===== src/rtl/fdivsqrt_r4_iter.sv =====
// fdivsqrt_r4_iter -- iteration controller for a radix-4 divide / square-root
// unit. It holds the redundant residual (WS/WC), the root/quotient digit
// registers (U/UM/C) and the divisor multiples. One external combinational
// stage computes the next values each cycle while the block is BUSY.
//
// Ports
//   clk, reset          : single clock, asynchronous active-high reset
//   Start/Abort/Ack     : request (taken in IDLE only), kill, result consumed
//   SqrtIn,XIn,DIn      : operation select, initial residual, normalized divisor
//   NumIter             : number of radix-4 steps (0 is treated as 1)
//   Ready/Busy/Done     : mutually exclusive state flags
//   WS..DBar2,U,UM,C    : stage-drive outputs (held register values)
//   SqrtE, j1           : sqrt mode; first-sqrt-step marker
//   WSNext..CNext       : stage-return inputs, registered while BUSY
//   ResZero, ResNeg     : final residual zero / sign, valid while Done
//
// Configuration
//   FDIVSQRT_EARLY_TERM_EN : when defined, BUSY also finishes as soon as the
//                            stage returns a zero residual (WSNext+WCNext==0).
module fdivsqrt_r4_iter #(
  parameter int DIVB = 64,
  parameter int CNTW = 6
) (
  input  logic              clk,
  input  logic              reset,
  input  logic              Start,
  input  logic              Abort,
  input  logic              Ack,
  input  logic              SqrtIn,
  input  logic [DIVB+3:0]   XIn,
  input  logic [DIVB+3:0]   DIn,
  input  logic [CNTW-1:0]   NumIter,
  output logic              Ready,
  output logic              Busy,
  output logic              Done,
  output logic [DIVB+3:0]   WS,
  output logic [DIVB+3:0]   WC,
  output logic [DIVB+3:0]   D,
  output logic [DIVB+3:0]   DBar,
  output logic [DIVB+3:0]   D2,
  output logic [DIVB+3:0]   DBar2,
  output logic [DIVB:0]     U,
  output logic [DIVB:0]     UM,
  output logic [DIVB+1:0]   C,
  output logic              SqrtE,
  output logic              j1,
  input  logic [DIVB+3:0]   WSNext,
  input  logic [DIVB+3:0]   WCNext,
  input  logic [DIVB:0]     UNext,
  input  logic [DIVB:0]     UMNext,
  input  logic [DIVB+1:0]   CNext,
  output logic              ResZero,
  output logic              ResNeg
);

  typedef enum logic [1:0] {S_IDLE, S_BUSY, S_DONE} state_t;

  state_t          r_state, w_next_state;
  logic [CNTW-1:0] r_cnt;
  logic [DIVB+3:0] r_ws, r_wc, r_d, r_dbar, r_d2, r_dbar2;
  logic [DIVB:0]   r_u, r_um;
  logic [DIVB+1:0] r_c;
  logic            r_sqrte, r_j1;

  logic            w_load, w_step, w_last;
  logic [DIVB+3:0] w_d2, w_res;

  // Abort kills the request and freezes the datapath in the same cycle.
  assign w_load = (r_state == S_IDLE) && Start && !Abort;
  assign w_step = (r_state == S_BUSY) && !Abort;
  assign w_d2   = {DIn[DIVB+2:0], 1'b0};

`ifdef FDIVSQRT_EARLY_TERM_EN
  logic [DIVB+3:0] w_next_sum;
  assign w_next_sum = WSNext + WCNext;
  // The zero step itself is still registered, so DONE holds a zero residual.
  assign w_last     = (r_cnt == '0) || (w_next_sum == '0);
`else
  assign w_last     = (r_cnt == '0);
`endif

  // NOTE: sequential state uses non-blocking assignments only, so every
  // register samples the pre-edge values of its sources.
  always_ff @(posedge clk or posedge reset) begin
    if (reset) r_state <= S_IDLE;
    else       r_state <= w_next_state;
  end

  // NOTE: next state gets a default before the case, so no path leaves it
  // unassigned and no latch is inferred.
  always_comb begin
    w_next_state = r_state;
    case (r_state)
      S_IDLE:  if (Start)  w_next_state = S_BUSY;
      S_BUSY:  if (w_last) w_next_state = S_DONE;
      S_DONE:  if (Ack)    w_next_state = S_IDLE;
      default:             w_next_state = S_IDLE;
    endcase
    if (Abort) w_next_state = S_IDLE;
  end

  // Counter holds (remaining steps - 1); it stops at zero instead of wrapping.
  always_ff @(posedge clk or posedge reset) begin
    if (reset) begin
      r_cnt <= '0;
    end else if (w_load) begin
      r_cnt <= (NumIter == '0) ? '0 : NumIter - CNTW'(1);
    end else if (w_step && (r_cnt != '0)) begin
      r_cnt <= r_cnt - CNTW'(1);
    end
  end

  // NOTE: the datapath registers are reset as well, so the stage never sees
  // X before the first load and the outputs read zero after reset.
  always_ff @(posedge clk or posedge reset) begin
    if (reset) begin
      r_ws    <= '0;
      r_wc    <= '0;
      r_d     <= '0;
      r_dbar  <= '0;
      r_d2    <= '0;
      r_dbar2 <= '0;
      r_u     <= '0;
      r_um    <= '0;
      r_c     <= '0;
      r_sqrte <= 1'b0;
    end else if (w_load) begin
      r_ws    <= XIn;
      r_wc    <= '0;
      r_d     <= DIn;
      r_dbar  <= ~DIn;
      r_d2    <= w_d2;
      r_dbar2 <= ~w_d2;
      r_u     <= SqrtIn ? {1'b1, {DIVB{1'b0}}} : '0;
      r_um    <= '0;
      r_c     <= {2'b11, {DIVB{1'b0}}};
      r_sqrte <= SqrtIn;
    end else if (w_step) begin
      r_ws    <= WSNext;
      r_wc    <= WCNext;
      r_u     <= UNext;
      r_um    <= UMNext;
      r_c     <= CNext;
    end
  end

  // j1 is high only during the first BUSY cycle of a square root.
  always_ff @(posedge clk or posedge reset) begin
    if (reset)       r_j1 <= 1'b0;
    else if (w_load) r_j1 <= SqrtIn;
    else             r_j1 <= 1'b0;
  end

  assign Ready = (r_state == S_IDLE);
  assign Busy  = (r_state == S_BUSY);
  assign Done  = (r_state == S_DONE);

  assign WS    = r_ws;
  assign WC    = r_wc;
  assign D     = r_d;
  assign DBar  = r_dbar;
  assign D2    = r_d2;
  assign DBar2 = r_dbar2;
  assign U     = r_u;
  assign UM    = r_um;
  assign C     = r_c;
  assign SqrtE = r_sqrte;
  assign j1    = r_j1;

  // Residual flags are only meaningful on the held final state.
  assign w_res   = r_ws + r_wc;
  assign ResZero = Done && (w_res == '0);
  assign ResNeg  = Done && w_res[DIVB+3];

endmodule

===== config.mk =====
export PLATFORM = sky130hd
export DESIGN_NAME = fdivsqrt_r4_iter
export DESIGN_NICKNAME = d
export VERILOG_FILES = /design/src/rtl/fdivsqrt_r4_iter.sv
export SDC_FILE = /design/constraint.sdc
export NUM_CORES = 1
export LEC_CHECK = 0
export BUFFER_PORTS_ARGS = -buffer_cell sky130_fd_sc_hd__buf_2
export CELL_PAD_IN_SITES_DETAIL_PLACEMENT = 0
export CELL_PAD_IN_SITES_GLOBAL_PLACEMENT = 2
export CORE_AREA = 2 2 424 426
export CTS_BUF_LIST = sky130_fd_sc_hd__clkbuf_16
export DETAILED_ROUTE_END_ITERATION = 16
export DIE_AREA = 0 0 426 428
export PLACE_DENSITY_LB_ADDON = 0.3
export SYNTH_ARGS = -nofsm -noshare
export SYNTH_HDL_FRONTEND = slang
export SYNTH_SLANG_ARGS = --single-unit

===== constraint.sdc =====
create_clock -name clk -period 24.6 [get_ports clk]
set_clock_uncertainty 0.1 [all_clocks]
set_input_delay 3.69 -clock clk [delete_from_list [all_inputs] [get_ports clk]]
set_output_delay 3.69 -clock clk [all_outputs]
set_load 0.05 [all_outputs]

==> results of run 1 <==
## power breakdown
group	leakage, nW	total (mW)	switching, mW	internal, mW
Clock	1.15	1.00	0.427	0.575
Combinational	9.37	3.03	2.36	0.663
Sequential	6.14	1.31	0.250	1.06
Total	16.7	5.34	3.04	2.30
## kinds of logic after synthesis
family,Yosys count
other cells,1
mux,8
fa+ha+maj,72
xor+xnor,43
simple gates,1234
flops,479
buf+inv,348
compound gates,709
## layout make-up
cell class,instances,area [µm²]
multi-input cells,2067,10600
clock buffers,70,1752
diodes,7,17.52
well taps,2355,2947
flip-flops and latches,479,11990
fillers,20320,144100
repair buffers,1119,5700
inverters,28,112.6
clock inverters,56,456.7
## path summary, 6_finish.rpt
kind | from | end | slack, ns
hold / removal | DBar2[0] | DBar2[0] | 0.37
setup / recovery | WS[0] | ResZero | 14.69
min in group asynchronous | reset | UM[1] | 2.96
setup reg to reg | r_state[0] | DBar[14] | 21.01
hold reg to reg | DBar2[0] | DBar2[0] | 0.37
max in group asynchronous | reset | C[26] | 19.16
## layer usage
layer	vias up	wire length, µm	track usage, %
met4	26	3636	4.020
met5	-	157	0
li1	11410	-	-
met3	183	7062	3.479
met2	637	73040	27.01
met1	11760	54270	16.59
## flip-flops by register name (all words and copies together), names as in the netlist
register  flops
UM           65
DBar         68
j1            1
WS           68
DBar2         1
U            65
D            68
r_state       2
WC           68
r_cnt         6
SqrtE         1
C            66
## synth_stat cells (all sizes together), types with 5 or more instances
cell,instances,share of area [%]
dfrtp,479,49
a31oi,8,0.21
nand2b,13,0.33
buf,177,4.9
nand3,16,0.33
a221oi,5,0.25
or3,8,0.23
a21o,18,0.55
a211oi,10,0.31
nor4,12,0.31
nor2,81,1.2
nor3,25,0.51
ha,71,3.6
clkbuf,143,2.2
nand4,41,1.1
o21ai,115,2.4
o21a,40,1.2
nand2,998,15
inv,28,0.43
a22oi,70,2.2
o21bai,12,0.37
and3,6,0.15
a211o,5,0.18
or2,5,0.13
o31ai,9,0.28
o22ai,5,0.13
nand3b,5,0.15
mux2i,6,0.25
xor2,20,0.72
o211ai,12,0.37
a21oi,366,7.5
nor2b,5,0.13
xnor2,23,0.83
==> impl_metrics.env, run 1 <==
export IMPL_crit_buf_inv=2
export IMPL_fin_crit_ns=9.907
export IMPL_fin_crit_sh_pct=40.27
export IMPL_vias_per_cell=3.885
export IMPL_syn_avg_cell_area_um2=8.429
export IMPL_clk_pin_slew_ns=0.05
export IMPL_preCtsSetupSlack_ns=15.01
export IMPL_die_x_um=426
export IMPL_antenna_found_initial=29
export IMPL_grt_ovfl_total=0
export IMPL_grt_pass1_wl_mm=192.8
export IMPL_fin_util_pct=18.90
export IMPL_muxShareOfSynthArea_pct=0.3385
export IMPL_slowest_delay_ns=0.65
export IMPL_startpoint_type="flop"
export IMPL_setup_tns_ns=0
export IMPL_synth_edff_count=0
export IMPL_cts_tree="done"
export IMPL_cts_max_level=3
export IMPL_grt_max_degree=129
export IMPL_syn_inst=2894
export IMPL_grt_util_all_layers_pct=14.65
export IMPL_worst_slew_pin_slew_ns=1.291
export IMPL_placed_cells=6048
export IMPL_arrival_ns=6.12
export IMPL_dieHeight_um=428
export IMPL_cp_top_family="simple AND/OR/NAND/NOR gates"
export IMPL_ctsHoldBuffers=0
export IMPL_insertion_delay_ns=0.66
export IMPL_p_leak_nw=16.66
export IMPL_syn_num_nets=3446
export IMPL_async_reset_ff_share_pct=100.0
export IMPL_cts_buffers=69
export IMPL_synth_fa_ha_area_share_pct=3.724
export IMPL_ctsLongestPathBuffers=3
export IMPL_ir_drop_v=0.00007326
export IMPL_die_area_um2=182300
export IMPL_crit_top_cell="nor4_1"
export IMPL_final_cell_mix="1089 x buf_2, 998 x nand2_1, 479 x dfrtp_1"
export IMPL_cp_depth=16
export IMPL_max_cap_violations=0
export IMPL_ant_nets=0
export IMPL_via_count=24010
export IMPL_endpoint_kind="output port"
export IMPL_dp_hpwl_mm=108.4
export IMPL_slew_violations=0
export IMPL_synthToLayoutAreaGrowth_pct=37.63
export IMPL_yosysSeqAreaShare_pct=49.14
export IMPL_io_buffers=1089
export IMPL_path_class="flop to output port"
export IMPL_postCtsSetupBuffers=0
export IMPL_drc=0
export IMPL_synthFlopType="dfrtp_1"
export IMPL_grt_pass1_vias=24420
export IMPL_setup_viol=0
export IMPL_worstPathCellList="ha_1, fa_1, nor4b_1, buf_4, o2111ai_1, a211o_1, or4_1, nor4_1, and4_1, o211ai_1, nor4b_1, nand4_1, nor4_1, nand4_1, nor4_1, buf_2"
export IMPL_final_hold_violation_count=0
export IMPL_ios=1091
export IMPL_synth_top_family_by_area="simple AND/OR/NAND/NOR gates"
export IMPL_ys_warn_count=0
export IMPL_holdPathStages=1
export IMPL_power_mw=5.337
export IMPL_place_gp_congestion=0.8371
export IMPL_hold_ws_ns=0.3688
export IMPL_final_cells=6181
export IMPL_slowest_stage="nor4b_1"
export IMPL_layout_setup_ws_ns=14.69
export IMPL_ys_types=68
export IMPL_fmax_mhz=100.9
export IMPL_routed_wl_mm=138.2
export IMPL_drt_iter0_drc=1273
export IMPL_root_buffer="clkbuf_16"
export IMPL_synthSimpleGateAreaFrac_pct=20.56
export IMPL_core_rowCount=155
export IMPL_drive_gt1_share_pct=32.34
export IMPL_power_density_nw_per_um2=159.0
export IMPL_design_area_um2=33570
export IMPL_initial_utilization_pct=13.73
export IMPL_synth_area_um2=24390
export IMPL_synth_xor_area_share_pct=1.544
export IMPL_synth_compound_area_share_pct=17.16
export IMPL_postPlaceCellArea_um2=31350
export IMPL_ff2ff_path_depth=6
export IMPL_yosys_register_bits=479
export IMPL_final_nets=4316
export IMPL_clock_sinks=479
export IMPL_ctsResizeCount=0
export IMPL_grt_setup_unrepaired="false"
export IMPL_min_path_type="flop to flop"
export IMPL_dr_pass1_iters=5
export IMPL_relSlewSlack_pct=11.73
export IMPL_core_region_area_um2=177600
export IMPL_cp_max_fo=3
export IMPL_status="completed"
export IMPL_layout_commonest_cell="buf_2"
export IMPL_required_ns=20.81
export IMPL_wire_per_inst_um=22.35
Note: power is estimated with default switching activity, not from simulation.
==> inputs of run 2 (changes only) <==
--- a/config.mk
+++ b/config.mk
@@ -8,10 +8,10 @@
 export BUFFER_PORTS_ARGS = -buffer_cell sky130_fd_sc_hd__buf_2
 export CELL_PAD_IN_SITES_DETAIL_PLACEMENT = 0
 export CELL_PAD_IN_SITES_GLOBAL_PLACEMENT = 2
-export CORE_AREA = 2 2 424 426
+export CORE_AREA = 2 2 427 429
 export CTS_BUF_LIST = sky130_fd_sc_hd__clkbuf_16
 export DETAILED_ROUTE_END_ITERATION = 16
-export DIE_AREA = 0 0 426 428
+export DIE_AREA = 0 0 429 431
 export PLACE_DENSITY_LB_ADDON = 0.3
 export SYNTH_ARGS = -nofsm -noshare
 export SYNTH_HDL_FRONTEND = slang
==> constraint.sdc (replaced) <==
create_clock -name clk -period 9.2 [get_ports clk]
set_clock_uncertainty 0.1 [all_clocks]
set_input_delay 1.38 -clock clk [delete_from_list [all_inputs] [get_ports clk]]
set_output_delay 1.38 -clock clk [all_outputs]
set_load 0.05 [all_outputs]
==> impl_metrics.env, run 2 (synthesis gave the netlist of run 1 again) <==
export IMPL_vias_per_cell=3.870
export IMPL_synthToLayoutAreaGrowth_pct=37.19
export IMPL_final_nets=4311
export IMPL_status="completed"
export IMPL_cts_max_level=3
export IMPL_slew_violations=0
export IMPL_max_cap_violations=0
export IMPL_setup_viol=0
export IMPL_wire_per_inst_um=22.47
export IMPL_dr_pass1_iters=5
export IMPL_setup_worst_path_start="WS[6]"
export IMPL_path_class="flop to output port"
export IMPL_final_hold_violation_count=0
export IMPL_die_x_um=429
export IMPL_dp_hpwl_mm=109.2
export IMPL_worstHoldStart="DBar2[0]"
export IMPL_startpoint_type="flop"
export IMPL_cp_max_fo=8
export IMPL_slowest_stage="a311oi_1"
export IMPL_routed_wl_mm=139.0
export IMPL_ir_drop_v=0.0002251
export IMPL_grt_pass1_vias=24680
export IMPL_core_region_area_um2=180200
export IMPL_slowest_delay_ns=0.80
export IMPL_layout_commonest_cell="buf_2"
export IMPL_postCtsSetupBuffers=0
export IMPL_place_gp_congestion=0.8579
export IMPL_holdPathStages=1
export IMPL_insertion_delay_ns=0.67
export IMPL_dieHeight_um=431
export IMPL_die_area_um2=184900
export IMPL_antenna_found_initial=30
export IMPL_drc=0
export IMPL_cts_tree="done"
export IMPL_fmax_mhz=135.2
export IMPL_core_rowCount=156
export IMPL_p_leak_nw=16.56
export IMPL_worstPathCellList="ha_1, a21oi_1, o21ai_0, a221oi_1, nand4_1, a311oi_1, o41ai_2, xnor2_1, nor4_1, nand4_1, nor4_1, nand4_1, nor4_1, buf_2"
export IMPL_ctsLongestPathBuffers=3
export IMPL_worst_slew_pin_slew_ns=1.200
export IMPL_grt_ovfl_total=0
export IMPL_grt_util_all_layers_pct=14.54
export IMPL_relSlewSlack_pct=19.99
export IMPL_drt_iter0_drc=1282
export IMPL_cts_buffers=69
export IMPL_power_mw=14.16
export IMPL_root_buffer="clkbuf_16"
export IMPL_power_density_nw_per_um2=423.0
export IMPL_drive_gt1_share_pct=32.15
export IMPL_rr_startpoint="r_state[1]"
export IMPL_final_cell_mix="1089 x buf_2, 998 x nand2_1, 479 x dfrtp_1"
export IMPL_arrival_ns=5.91
export IMPL_fin_crit_ns=7.394
export IMPL_ctsResizeCount=0
export IMPL_ff2ff_path_depth=6
export IMPL_initial_utilization_pct=13.54
export IMPL_io_buffers=1089
export IMPL_required_ns=7.72
export IMPL_ios=1091
export IMPL_ctsHoldBuffers=0
export IMPL_clock_sinks=479
export IMPL_min_path_type="flop to flop"
export IMPL_grt_pass1_wl_mm=193.7
export IMPL_clk_pin_slew_ns=0.07
export IMPL_fin_crit_sh_pct=80.37
export IMPL_fin_util_pct=18.58
export IMPL_setup_tns_ns=0
export IMPL_endpoint_kind="output port"
export IMPL_ant_nets=0
export IMPL_grt_max_degree=130
export IMPL_grt_setup_unrepaired="false"
export IMPL_via_count=23940
==> run 2: changes by cell type in the layout (fill, tap and decap cells not counted), sizes merged <==
cell,before,now
inv,54,45
clkinv,23,27
clkinvlp,2,7
clkbuf,70,71
bufinv,5,0
buf,1119,1114
==> run 2: layout make-up <==
cell class	instances	area, µm²
flip-flops and latches	479	11990
fillers	20550	146700
well taps	2370	2965
inverters	28	108.9
clock buffers	71	1777
repair buffers	1114	5700
clock inverters	51	301.5
multi-input cells	2067	10610
diodes	7	17.52
==> run 2: final timing paths <==
check                           end  slack, ns
setup / recovery            ResZero       1.81
hold / removal             DBar2[0]       0.37
setup reg to reg             WS[12]       5.84
hold reg to reg            DBar2[0]       0.37
max in group asynchronous  DBar[14]       6.65
min in group asynchronous    WS[27]       0.53
==> run 2: per-stage QoR <==
step / instances / setup WS (ns) / cell area [µm²] / hold WS, ns
2_1_floorplan: 2894 / 1.229 / 24400 / 0.4048
3_3_place_gp: 6058 / 2.497 / 31370 / 0.3490
3_5_place_dp: 6058 / 2.487 / 31370 / 0.3540
4_1_cts: 6180 / 1.670 / 33450 / 0.3713
5_1_grt: 6182 / 1.385 / 33450 / 0.3918
6_report: 6187 / 1.806 / 33470 / 0.3659
==> run 2: worst max-delay path: cells and delay by family (launching register included) <==
family | cells | cell delay, ns
buffers and inverters | 1 | 0.39
adder cells (fa/ha/maj) | 1 | 0.42
XOR/XNOR | 1 | 0.18
flip-flops | 1 | 0.39
AO/OA/AOI/OAI | 5 | 2.13
AND/OR/NAND/NOR | 6 | 1.70
==> run 2: layer usage <==
| layer | GRT usage (%) | vias to the layer above | part of all wire, % |
|---|---|---|---|
| met2 | 26.75 | 653 | 52 |
| met1 | 16.68 | 11710 | 40 |
| met5 | 0 | - | 0.096 |
| met3 | 3.383 | 171 | 4.9 |
| li1 | - | 11390 | - |
| met4 | 4.003 | 20 | 2.7 |
==> run 2: power breakdown <==
group | switching (mW) | leakage (nW) | total (mW) | internal (mW)
Sequential | 0.653 | 6.14 | 3.49 | 2.84
Clock | 1.11 | 1.06 | 2.51 | 1.40
Combinational | 6.38 | 9.36 | 8.15 | 1.77
Total | 8.15 | 16.6 | 14.2 | 6.01
==> inputs of run 3 (changes only) <==
--- a/config.mk
+++ b/config.mk
@@ -8,10 +8,10 @@
 export BUFFER_PORTS_ARGS = -buffer_cell sky130_fd_sc_hd__buf_2
 export CELL_PAD_IN_SITES_DETAIL_PLACEMENT = 0
 export CELL_PAD_IN_SITES_GLOBAL_PLACEMENT = 2
-export CORE_AREA = 2 2 427 429
+export CORE_AREA = 2 2 419 421
 export CTS_BUF_LIST = sky130_fd_sc_hd__clkbuf_16
 export DETAILED_ROUTE_END_ITERATION = 16
-export DIE_AREA = 0 0 429 431
+export DIE_AREA = 0 0 421 423
 export PLACE_DENSITY_LB_ADDON = 0.3
 export SYNTH_ARGS = -nofsm -noshare
 export SYNTH_HDL_FRONTEND = slang
==> constraint.sdc (replaced) <==
create_clock -name clk -period 6.4 [get_ports clk]
set_clock_uncertainty 0.1 [all_clocks]
set_input_delay 0.96 -clock clk [delete_from_list [all_inputs] [get_ports clk]]
set_output_delay 0.96 -clock clk [all_outputs]
set_load 0.05 [all_outputs]
==> impl_metrics.env, run 3 (synthesis gave the netlist of run 1 again) <==
export IMPL_status="completed"
export IMPL_vias_per_cell=3.897
export IMPL_cts_max_level=3
export IMPL_slowest_delay_ns=0.53
export IMPL_final_hold_violation_count=0
export IMPL_grt_setup_unrepaired="true"
export IMPL_drt_iter0_drc=1247
export IMPL_ctsLongestPathBuffers=3
export IMPL_p_leak_nw=16.68
export IMPL_clock_sinks=479
export IMPL_drive_gt1_share_pct=33.54
export IMPL_place_gp_congestion=0.8572
export IMPL_synthToLayoutAreaGrowth_pct=38.54
export IMPL_ctsHoldBuffers=0
export IMPL_worst_slew_pin_slew_ns=1.194
export IMPL_fin_crit_ns=6.385
export IMPL_min_path_type="input pin to async pin"
export IMPL_grt_ovfl_total=0
export IMPL_ir_drop_v=0.0003047
export IMPL_die_area_um2=178100
export IMPL_cp_top_family="simple AND/OR/NAND/NOR gates"
export IMPL_clk_pin_slew_ns=0.06
export IMPL_dieHeight_um=423
export IMPL_die_x_um=421
export IMPL_max_cap_violations=0
export IMPL_setup_worst_path_start="WS[8]"
export IMPL_dr_pass1_iters=5
export IMPL_initial_utilization_pct=14.08
export IMPL_insertion_delay_ns=0.64
export IMPL_root_buffer="clkbuf_16"
export IMPL_final_nets=4324
export IMPL_power_density_nw_per_um2=604.9
export IMPL_endpoint_kind="output port"
export IMPL_ant_nets=0
export IMPL_crit_buf_inv=2
export IMPL_power_mw=20.44
export IMPL_ios=1091
export IMPL_core_rowCount=153
export IMPL_grt_pass1_vias=24100
export IMPL_fmax_mhz=156.6
export IMPL_grt_pass1_wl_mm=190.8
export IMPL_fin_crit_sh_pct=99.76
export IMPL_placed_cells=6023
export IMPL_cts_tree="done"
export IMPL_grt_util_all_layers_pct=14.77
export IMPL_wire_per_inst_um=22.23
export IMPL_worstPathCellList="ha_1, a21oi_1, o211ai_1, o211ai_1, a211oi_1, or3_4, a211o_4, a221oi_4, xnor2_1, or4_4, nor4_4, nand4_1, nor4_4, buf_4, buf_12"
export IMPL_final_cells=6151
export IMPL_final_cell_mix="1088 x buf_2, 998 x nand2_1, 479 x dfrtp_1"
export IMPL_grt_max_degree=167
export IMPL_required_ns=5.34
export IMPL_slowest_stage="or4_4"
export IMPL_cts_buffers=68
export IMPL_core_region_area_um2=173200
export IMPL_io_buffers=1089
export IMPL_startpoint_type="flop"
export IMPL_layout_commonest_cell="buf_2"
export IMPL_design_area_um2=33790
export IMPL_postPlaceCellArea_um2=31470
export IMPL_via_count=23970
export IMPL_setup_viol=0
export IMPL_slew_violations=0
export IMPL_drc=0
export IMPL_setup_tns_ns=0
export IMPL_cp_max_fo=6
export IMPL_dp_hpwl_mm=106.7
export IMPL_arrival_ns=5.32
export IMPL_rr_startpoint="r_state[0]"
export IMPL_fillCellCount=19670
export IMPL_routed_wl_mm=136.7
export IMPL_relSlewSlack_pct=20.43
export IMPL_path_class="flop to output port"
export IMPL_antenna_found_initial=22
-- run 3: timing repair --
action / 4_1_cts / 5_1_grt
setup endpoints to repair: 2 / 2
resized for setup: 36 / 29
gates cloned: 0 / 0
buffers inserted: 3 / 1
pin swaps: 9 / 5
-- run 3: final timing paths --
path | to | slack (ns) | depth (start not counted)
worst max-delay path | ResZero | 0.02 | 15
min in group clk | DBar2[0] | 0.36 | 1
worst min register to register | DBar2[0] | 0.36 | 1
worst max register to register | WS[11] | 3.35 | 5
max in group asynchronous | U[45] | 4.46 | 4
worst min-delay path | C[62] | 0.24 | 2
-- run 3: layer usage --
layer	vias to the layer above	GRT usage (%)	part of all wire, %
li1	11410	-	-
met5	-	0	0.11
met2	626	26.87	52
met4	26	3.393	2.1
met3	158	3.337	4.7
met1	11750	17.46	41
-- run 3: layout make-up --
| type | count | area [µm²] | area share (%) |
|---|---|---|---|
| Clock buffer | 69 | 1727 | 5.109 |
| Timing Repair Buffer | 1128 | 5896 | 17.45 |
| Tap cell | 2325 | 2909 | 8.608 |
| Multi-Input combinational cell | 2067 | 10870 | 32.17 |
| Sequential cell | 479 | 11990 | 35.47 |
| Inverter | 28 | 108.9 | 0.3221 |
| Antenna cell | 7 | 17.52 | 0.05183 |
| Clock inverter | 48 | 280.3 | 0.8293 |
-- run 3: through the flow --
step	setup slack, ns	hold slack, ns	utilization [%]
after floorplan	-1.151	0.4048	-
after global placement	-0.6605	0.3500	18.17
after detailed placement	-0.5268	0.3532	18.17
after CTS	-0.02370	0.1687	19.43
after global routing	-0.2209	0.2093	19.50
final	0.01516	0.2390	19.51
-- run 3: power breakdown --
part	switching [mW]	total [mW]	internal [mW]
logic	9.17	11.9	2.69
clock network	1.58	3.54	1.96
registers	0.970	5.05	4.08
total	11.7	20.4	8.72
